--- src/rtl/in_out_sram_ctrl.sv ---
// Burst initiator for the input/output SRAM port. Write bursts stream straight into the SRAM;
// read bursts pass through a 3-entry FIFO so the output keeps one word per cycle under backpressure.
module in_out_sram_ctrl #(
   parameter int unsigned ADDR_WIDTH = 10,
   parameter int unsigned DATA_WIDTH = 64,
   parameter int unsigned LEN_WIDTH  = ADDR_WIDTH + 1
) (
   input  logic                  clk,
   input  logic                  rst_n,
   // Command
   input  logic                  cmd_valid_i,
   output logic                  cmd_ready_o,
   input  logic                  cmd_write_i,
   input  logic [ADDR_WIDTH-1:0] cmd_addr_i,
   input  logic [LEN_WIDTH-1:0]  cmd_len_i,
   // Write-data stream
   input  logic                  s_valid_i,
   output logic                  s_ready_o,
   input  logic [DATA_WIDTH-1:0] s_data_i,
   // Read-data stream
   output logic                  m_valid_o,
   input  logic                  m_ready_i,
   output logic [DATA_WIDTH-1:0] m_data_o,
   // SRAM port
   output logic                  sram_req_o,
   output logic                  sram_we_o,
   output logic [ADDR_WIDTH-1:0] sram_addr_o,
   output logic [DATA_WIDTH-1:0] sram_wdata_o,
   input  logic [DATA_WIDTH-1:0] sram_rdata_i,
   // Status
   output logic                  busy_o,
   output logic                  done_o
);

   localparam int unsigned FifoDepth = 3;

   typedef enum logic [2:0] {
      StIdle,
      StWrite,
      StRead,
      StDrain,
      StDone
   } state_e;

   state_e                state_q, state_d;
   logic [ADDR_WIDTH-1:0] addr_q, addr_d;
   logic [LEN_WIDTH-1:0]  rem_q, rem_d;
   logic                  inflight_q;
   logic [1:0]            occ_q, occ_d;
   logic [1:0]            wr_ptr_q, rd_ptr_q;
   logic [DATA_WIDTH-1:0] fifo_q [FifoDepth];
   logic                  issue;
   logic                  push;
   logic                  pop;
   logic                  drain_empty;

   function automatic logic [1:0] ptr_inc(input logic [1:0] ptr);
      return (ptr == 2'd2) ? 2'd0 : ptr + 2'd1;
   endfunction

   // A read is only issued if its data is guaranteed a FIFO slot on arrival.
   assign issue = (state_q == StRead) && (rem_q != '0) &&
                  (({1'b0, occ_q} + {2'b00, inflight_q}) < 3'd3);

   assign push      = inflight_q;
   assign m_valid_o = (occ_q != 2'd0);
   assign pop       = m_valid_o && m_ready_i;
   assign m_data_o  = m_valid_o ? fifo_q[rd_ptr_q] : '0;

   // The FIFO is empty after this cycle once nothing is in flight and the last word leaves.
   assign drain_empty = !inflight_q && ((occ_q == 2'd0) || ((occ_q == 2'd1) && pop));

   assign cmd_ready_o = (state_q == StIdle);
   assign busy_o      = (state_q != StIdle);
   assign done_o      = (state_q == StDone);
   assign sram_addr_o = addr_q;

   always_comb begin
      state_d      = state_q;
      addr_d       = addr_q;
      rem_d        = rem_q;
      s_ready_o    = 1'b0;
      sram_req_o   = 1'b0;
      sram_we_o    = 1'b0;
      sram_wdata_o = '0;

      unique case (state_q)
         StIdle: begin
            if (cmd_valid_i) begin
               addr_d = cmd_addr_i;
               rem_d  = cmd_len_i;
               if (cmd_len_i == '0) begin
                  state_d = StDone;
               end else if (cmd_write_i) begin
                  state_d = StWrite;
               end else begin
                  state_d = StRead;
               end
            end
         end
         StWrite: begin
            s_ready_o    = 1'b1;
            sram_req_o   = s_valid_i;
            sram_we_o    = s_valid_i;
            sram_wdata_o = s_data_i;
            if (s_valid_i) begin
               addr_d = addr_q + ADDR_WIDTH'(1);
               rem_d  = rem_q - LEN_WIDTH'(1);
               if (rem_q == LEN_WIDTH'(1)) begin
                  state_d = StDone;
               end
            end
         end
         StRead: begin
            if (issue) begin
               sram_req_o = 1'b1;
               addr_d     = addr_q + ADDR_WIDTH'(1);
               rem_d      = rem_q - LEN_WIDTH'(1);
               if (rem_q == LEN_WIDTH'(1)) begin
                  state_d = StDrain;
               end
            end
         end
         StDrain: begin
            if (drain_empty) begin
               state_d = StDone;
            end
         end
         StDone: begin
            state_d = StIdle;
         end
         default: begin
            state_d = StIdle;
         end
      endcase
   end

   always_comb begin
      occ_d = occ_q;
      unique case ({push, pop})
         2'b10:   occ_d = occ_q + 2'd1;
         2'b01:   occ_d = occ_q - 2'd1;
         default: occ_d = occ_q;
      endcase
   end

   always_ff @(posedge clk) begin
      if (!rst_n) begin
         state_q    <= StIdle;
         addr_q     <= '0;
         rem_q      <= '0;
         inflight_q <= 1'b0;
         occ_q      <= 2'd0;
         wr_ptr_q   <= 2'd0;
         rd_ptr_q   <= 2'd0;
      end else begin
         state_q    <= state_d;
         addr_q     <= addr_d;
         rem_q      <= rem_d;
         inflight_q <= issue;
         occ_q      <= occ_d;
         if (push) begin
            wr_ptr_q <= ptr_inc(wr_ptr_q);
         end
         if (pop) begin
            rd_ptr_q <= ptr_inc(rd_ptr_q);
         end
      end
   end

   // Storage needs no reset; occupancy alone defines which entries are live.
   always_ff @(posedge clk) begin
      if (rst_n && push) begin
         fifo_q[wr_ptr_q] <= sram_rdata_i;
      end
   end

   a_no_overflow: assert property (@(posedge clk) disable iff (!rst_n)
      !(push && !pop && (occ_q == 2'd3)));

   a_we_only_in_write: assert property (@(posedge clk) disable iff (!rst_n)
      !(sram_we_o && (state_q != StWrite)));

endmodule

--- config.mk ---
export PLATFORM = sky130hd
export DESIGN_NAME = in_out_sram_ctrl
export DESIGN_NICKNAME = d
export VERILOG_FILES = /design/src/rtl/in_out_sram_ctrl.sv
export SDC_FILE = /design/constraint.sdc
export NUM_CORES = 1
export LEC_CHECK = 0
export CAP_MARGIN = 20
export CORE_MARGIN = 5
export CORE_UTILIZATION = 40
export DETAILED_ROUTE_END_ITERATION = 6
export GPL_TIMING_DRIVEN = 1
export PLACE_DENSITY = 0.76
export SYNTH_ARGS = -nofsm -noshare
export SYNTH_HDL_FRONTEND = slang
export SYNTH_SLANG_ARGS = --single-unit
--- constraint.sdc ---
create_clock -name clk -period 7.4 [get_ports clk]
set_input_delay 0.74 -clock clk [delete_from_list [all_inputs] [get_ports clk]]
set_output_delay 0.74 -clock clk [all_outputs]
set_load 0.01 [all_outputs]
* After elaboration in Yosys (flattened, before gate mapping)
Memory sizes are Yosys's and may differ from the RTL's. A register that Yosys moved wholly into a read port is not among the register bits. Cells that the tools add are included.
Storage, ports and cells: memories 1, register bits 31, word-level logic and storage cells 80, input port bits 155, memory bits (writable) 192
Memory list:
- fifo_q | depth 3, bits a word 64, read ports 1, clocked after memory_dff 1, wr ports 1, line 51 | logic [DATA_WIDTH-1:0] fifo_q [FifoDepth];
Cells by class: multiplexer cells 30, equality and inequality tests 16, reductions and logical operators 18, add/sub/neg operators 7, $lt $le $gt $ge 1
Operator list (count):
- 64-bit 2-to-1 mux | 2
- 11-bit 2-to-1 mux | 3
- 11-bit case mux with 3 select lines | 1
- 10-bit 2-to-1 mux | 3
- 10-bit case mux with 3 select lines | 1
- 3-bit 2-to-1 mux | 7
- 3-bit case mux with 4 select lines | 1
- 11-bit by 1-bit == test with 1-bit output, second input constant | 1
- 11-bit logical NOT | 1
- 11-bit nonzero test | 1
- 11-bit by 1-bit subtractor with 11-bit output, second input constant | 1
- 10-bit by 1-bit adder with 10-bit output, second input constant | 1
- 2-bit 2-to-1 mux | 5
- 2-bit inequality test, second input constant | 5
- 2-bit by 1-bit adder with 2-bit output, second input constant | 3
- 2-bit == test, second input constant | 3
- 3-bit by 2-bit == test with 1-bit output, second input constant | 2
- 1-bit logical AND | 6
- 6-bit AND reduction | 1
- 3-bit nonzero test | 2
- 1-bit 2-to-1 mux | 5
- 2-bit by 1-bit == test with 1-bit output, second input constant | 2
- 2-bit case mux with 2 select lines | 1
- 4-bit AND reduction | 1
- 12 further kinds | 13

* Logic depth before layout (Yosys ltp)
depth in word-level cells 7, mapped depth 8, mapped depth without buffers 8

* Worst setup path after synthesis
OpenSTA, ideal clock, no wires.
path type input-to-reg, start input port rst_n, end memory fifo_q[0][0] (enable), cell stages on the path 4, setup slack -0.529 ns, data arrival time 7.285 ns, cells stage by stage clkbuf_1 -> inv_1 -> clkbuf_1 -> nor4_1
On the way: word-level cells in the longest chain between the ends 3
RTL lines:
- from (decl) | line 9 | input logic rst_n,
- 1-bit logical AND | line 173 | if (rst_n && push) begin
- 1-bit 2-to-1 mux | line 173
- 1-bit 2-to-1 mux (not written as such) | line 174 | fifo_q[wr_ptr_q] <= sram_rdata_i;
- to (decl) | line 51
Every way passes these cells.

* Worst setup path in the final report
start register state_q[0], end output port sram_req_o
On the way: word-level cells in the longest chain between the ends 5, elaborated cells between the ends (all ways) 6, those cells by class eq/ne (2); mux (2); reduce/logical (2)
RTL lines:
- from (decl) | line 45 | state_e state_q, state_d;
- from (signal assigned) | line 149 | state_q <= StIdle;
- from (signal assigned) | line 157 | state_q <= state_d;
- 3-bit by 2-bit == test with 1-bit output | line 62, 87
- 1-bit logical AND (2 in a row) | line 62 | assign issue = (state_q == StRead) && (rem_q != '0) &&
- 1-bit 2-to-1 mux | line 115 | if (issue) begin
- 1-bit case mux with 2 select lines * | line 87 | unique case (state_q)
- to (decl) | line 25 | output logic sram_req_o,
Every way passes the cells marked *; elsewhere a longest branch is shown, timed or not.

==> impl_metrics.py <==
metrics = {
    "synth": {
        "ys_types": 59,
        "avgSynthCellArea_sq_um": 12.11,
        "synth_edf_count": 192,
        "synth_fa_ha_area_frac": 0.01003,
        "synth_cells": 824,
        "synthFlopType": "edfxtp_1",
        "synth_compound_area_frac": 0.1003,
        "syn_nets": 987,
        "synthSimpleGateAreaFrac": 0.1485,
        "synth_top_family_by_area": "simple AND/OR/NAND/NOR gates",
        "seq_area_frac_synth": 0.6442,
        "syn_area_sq_mm": 0.009976,
        "synth-seq-cells": 225,
        "synth-xor-area-share": 0.002634,
        "yosys-mux-area-fraction": 0.06522,
        "yosys_warnings": 0,
        "synthArstFlopShare": 0,
    },
    "sta": {
        "grt_setup_unrepaired": "no",
        "tns_ps": 0,
        "whs_ps": 484.3,
        "skew_ps": 8.404,
        "fmax_mhz": 276.3,
        "worst_pin_slew_ps": 1139,
        "finalCritPeriodShare": 0.4891,
        "hold_viol_final": 0,
        "slew_headroom": 0.2403,
        "finalSetupViolations": 0,
        "fin_crit_ps": 3619,
        "drv_slew": 0,
    },
    "cts": {
        "htreeDepth": 1,
        "clkTransAtPathRegs_ps": 60,
        "numCtsBuffers": 23,
        "ctsHoldBuffers": 0,
        "cts_setup_buffers": 0,
        "clk-insertion-delay-late_ps": 490,
        "cts.path.max_buffers": 3,
        "ctsResizeCount": 0,
        "clockRootBuffer": "clkbuf_16",
        "cts_sinks": 225,
        "cts_tree": "done",
    },
    "die": {
        "dieArea_sq_mm": 0.02820,
        "die_h_um": 167.9,
        "dieWidth_um": 167.9,
        "rows": 57,
        "pin_count": 300,
        "initial_utilization": 0.4078,
        "core_area_sq_mm": 0.02446,
    },
    "worst_setup_path": {
        "critical_path_class": "reg2out",
        "critical_path.top_delay_family": "buffers and inverters",
        "end_kind": "output port",
        "critical_path.max_stage_delay_ps": 700,
        "crit_path_max_fanout": 66,
        "crit_buf_inv": 3,
        "crit_chain": "inv_1, nor3_2, buf_4, and2_1, a21o_1, clkdlybuf4s50_1",
        "slowest_stage": "dfxtp_1",
        "start_kind": "register",
        "arrival_ps": 2880,
        "cp.required_ps": 6660,
    },
    "worst_hold_path": {
        "hold_path.class": "reg2reg",
    },
    "grt": {
        "antenna_found_initial": 2,
        "grt_max_degree": 93,
        "grt_overflow": 0,
        "grt_use_total": 0.1833,
        "grt_pass1_vias": 7331,
        "grt_pass1_wl_um": 41610,
    },
    "placement": {
        "routabilityCongestion": 0.8882,
        "hpwlAfterDp_um": 19550,
        "dpl_cell_area_sq_mm": 0.01327,
        "dp_cells": 1404,
        "io_buffers": 299,
    },
    "drt": {
        "final_antenna_net_count": 0,
        "num_vias": 7445,
        "drt_iter0_drc": 577,
        "dr.pass1.iters": 5,
        "wl_per_cell_um": 18.81,
        "drc": 0,
        "via_per_inst": 5.152,
        "wl_um": 27190,
    },
    "finish": {
        "diodes": 0,
        "area_delta_synth_final_pct": 39.95,
        "final_util": 0.5707,
        "fillers": 1991,
        "fin_nets": 1268,
        "fin_area_sq_mm": 0.01396,
        "instances_no_fill": 1445,
        "drive_gt1_frac": 0.05442,
    },
    "pwr": {
        "p_leak_nw": 4.697,
        "powerDensity_mw_per_mm2": 332.7,
        "vdd_ir_drop_max_v": 0.0002127,
    },
    "job": {
        "drv_cap": 0,
    },
    "status": {
        "status": "finished, final reports clean",
    },
}
path summary, 6_finish.rpt:
kind                                 from                       to  slack, ps  depth (start not counted)
setup / recovery  state_q[0]$_SDFFE_PN0P_               sram_req_o       3780                          6
hold / removal      rem_q[9]$_SDFFE_PN0P_    rem_q[9]$_SDFFE_PN0P_        480                          2
setup reg to reg    occ_q[0]$_SDFFE_PN0P_  state_q[0]$_SDFFE_PN0P_       4770                          7
hold reg to reg     rem_q[9]$_SDFFE_PN0P_    rem_q[9]$_SDFFE_PN0P_        480                          2
through the flow:
step | total power [mW] | setup WS [ps]
2_1_floorplan | 2.713 | 1179
3_3_place_gp | 3.591 | 3890
3_5_place_dp | 3.616 | 3849
4_1_cts | 4.684 | 3731
5_1_grt | 4.907 | 3561
6_report | 4.645 | 3781
flip-flops by register name (all words and copies together) (netlist names), named ones only:
signal / count
wr_ptr_q: 2
occ_q: 2
fifo_q: 192
rd_ptr_q: 2
inflight_q: 1
rem_q: 11
state_q: 3
sram_addr_o: 10
cell usage after synthesis, types with 4 or more instances:
cell type | n | share of area
a21oi_1 | 83 | 0.042
nand3_1 | 4 | 0.0020
o32ai_1 | 10 | 0.0088
clkbuf_1 | 35 | 0.013
a31oi_1 | 5 | 0.0031
mux2i_1 | 65 | 0.065
edfxtp_1 | 192 | 0.58
a211oi_1 | 5 | 0.0038
nor4_1 | 8 | 0.0050
nand2_1 | 28 | 0.011
a311oi_1 | 8 | 0.0070
o21ai_0 | 11 | 0.0055
ha_1 | 8 | 0.010
buf_2 | 13 | 0.0065
inv_1 | 17 | 0.0064
a221oi_1 | 5 | 0.0044
nor2_1 | 141 | 0.053
o21a_1 | 4 | 0.0030
dfxtp_1 | 33 | 0.066
buf_1 | 5 | 0.0019
and2_1 | 65 | 0.041
nor3_1 | 25 | 0.013
kinds of logic after synthesis:
logic type | after synthesis
xor gates and xnor gates | 3
buffers and inverters | 71
DFF | 225
and+or+nand+nor | 297
adders and majority gates | 8
muxes | 65
AOI/OAI and AO/OA | 155
power breakdown:
group | internal, mW | switching (mW) | leakage, nW
Clock | 0.616 | 0.439 | 0.337
Combinational | 0.958 | 1.04 | 2.36
Sequential | 1.48 | 0.112 | 2.00
layout make-up:
cell class	count	area, sq um	area share
Clock buffer	31	615.6	0.04409
Clock inverter	10	72.57	0.005198
Inverter	17	63.81	0.004571
Multi-Input combinational cell	528	3294	0.2360
Sequential cell	225	6434	0.4608
Tap cell	324	405.4	0.02904
Timing Repair Buffer	310	3075	0.2203
worst reg2reg max path: stages (launching register included):
cell,delay [ps]
dfxtp_1,350
inv_1,80
ha_2,460
buf_4,520
a21oi_1,190
o311ai_0,520
o221ai_1,230
o2111a_1,180
placed cells by master, fill, tap and decap left out, types with 4 or more instances in the layout:
cell type and count:
o32ai_1 10, o21a_1 4, and2_1 65, inv_1 17, edfxtp_1 192, nor3_1 23, buf_4 11, clkinv_1 5
a311oi_1 8, dfxtp_1 31, clkbuf_1 7, a31oi_1 5, clkdlybuf4s50_1 299, nand2_1 28, nand3_1 4, clkbuf_16 23
nor4_1 7, a211oi_1 5, o21ai_0 11, ha_1 7, mux2i_1 65, a221oi_1 5, a21oi_1 83, nor2_1 140
per-layer routing:
layer  GRT usage  share of wire
met1      0.2285           0.39
met2      0.3131           0.49
met3     0.05815          0.099
met4     0.04270          0.021
met5           0        0.00026
No activity file was read; power rests on OpenSTA's default activity.
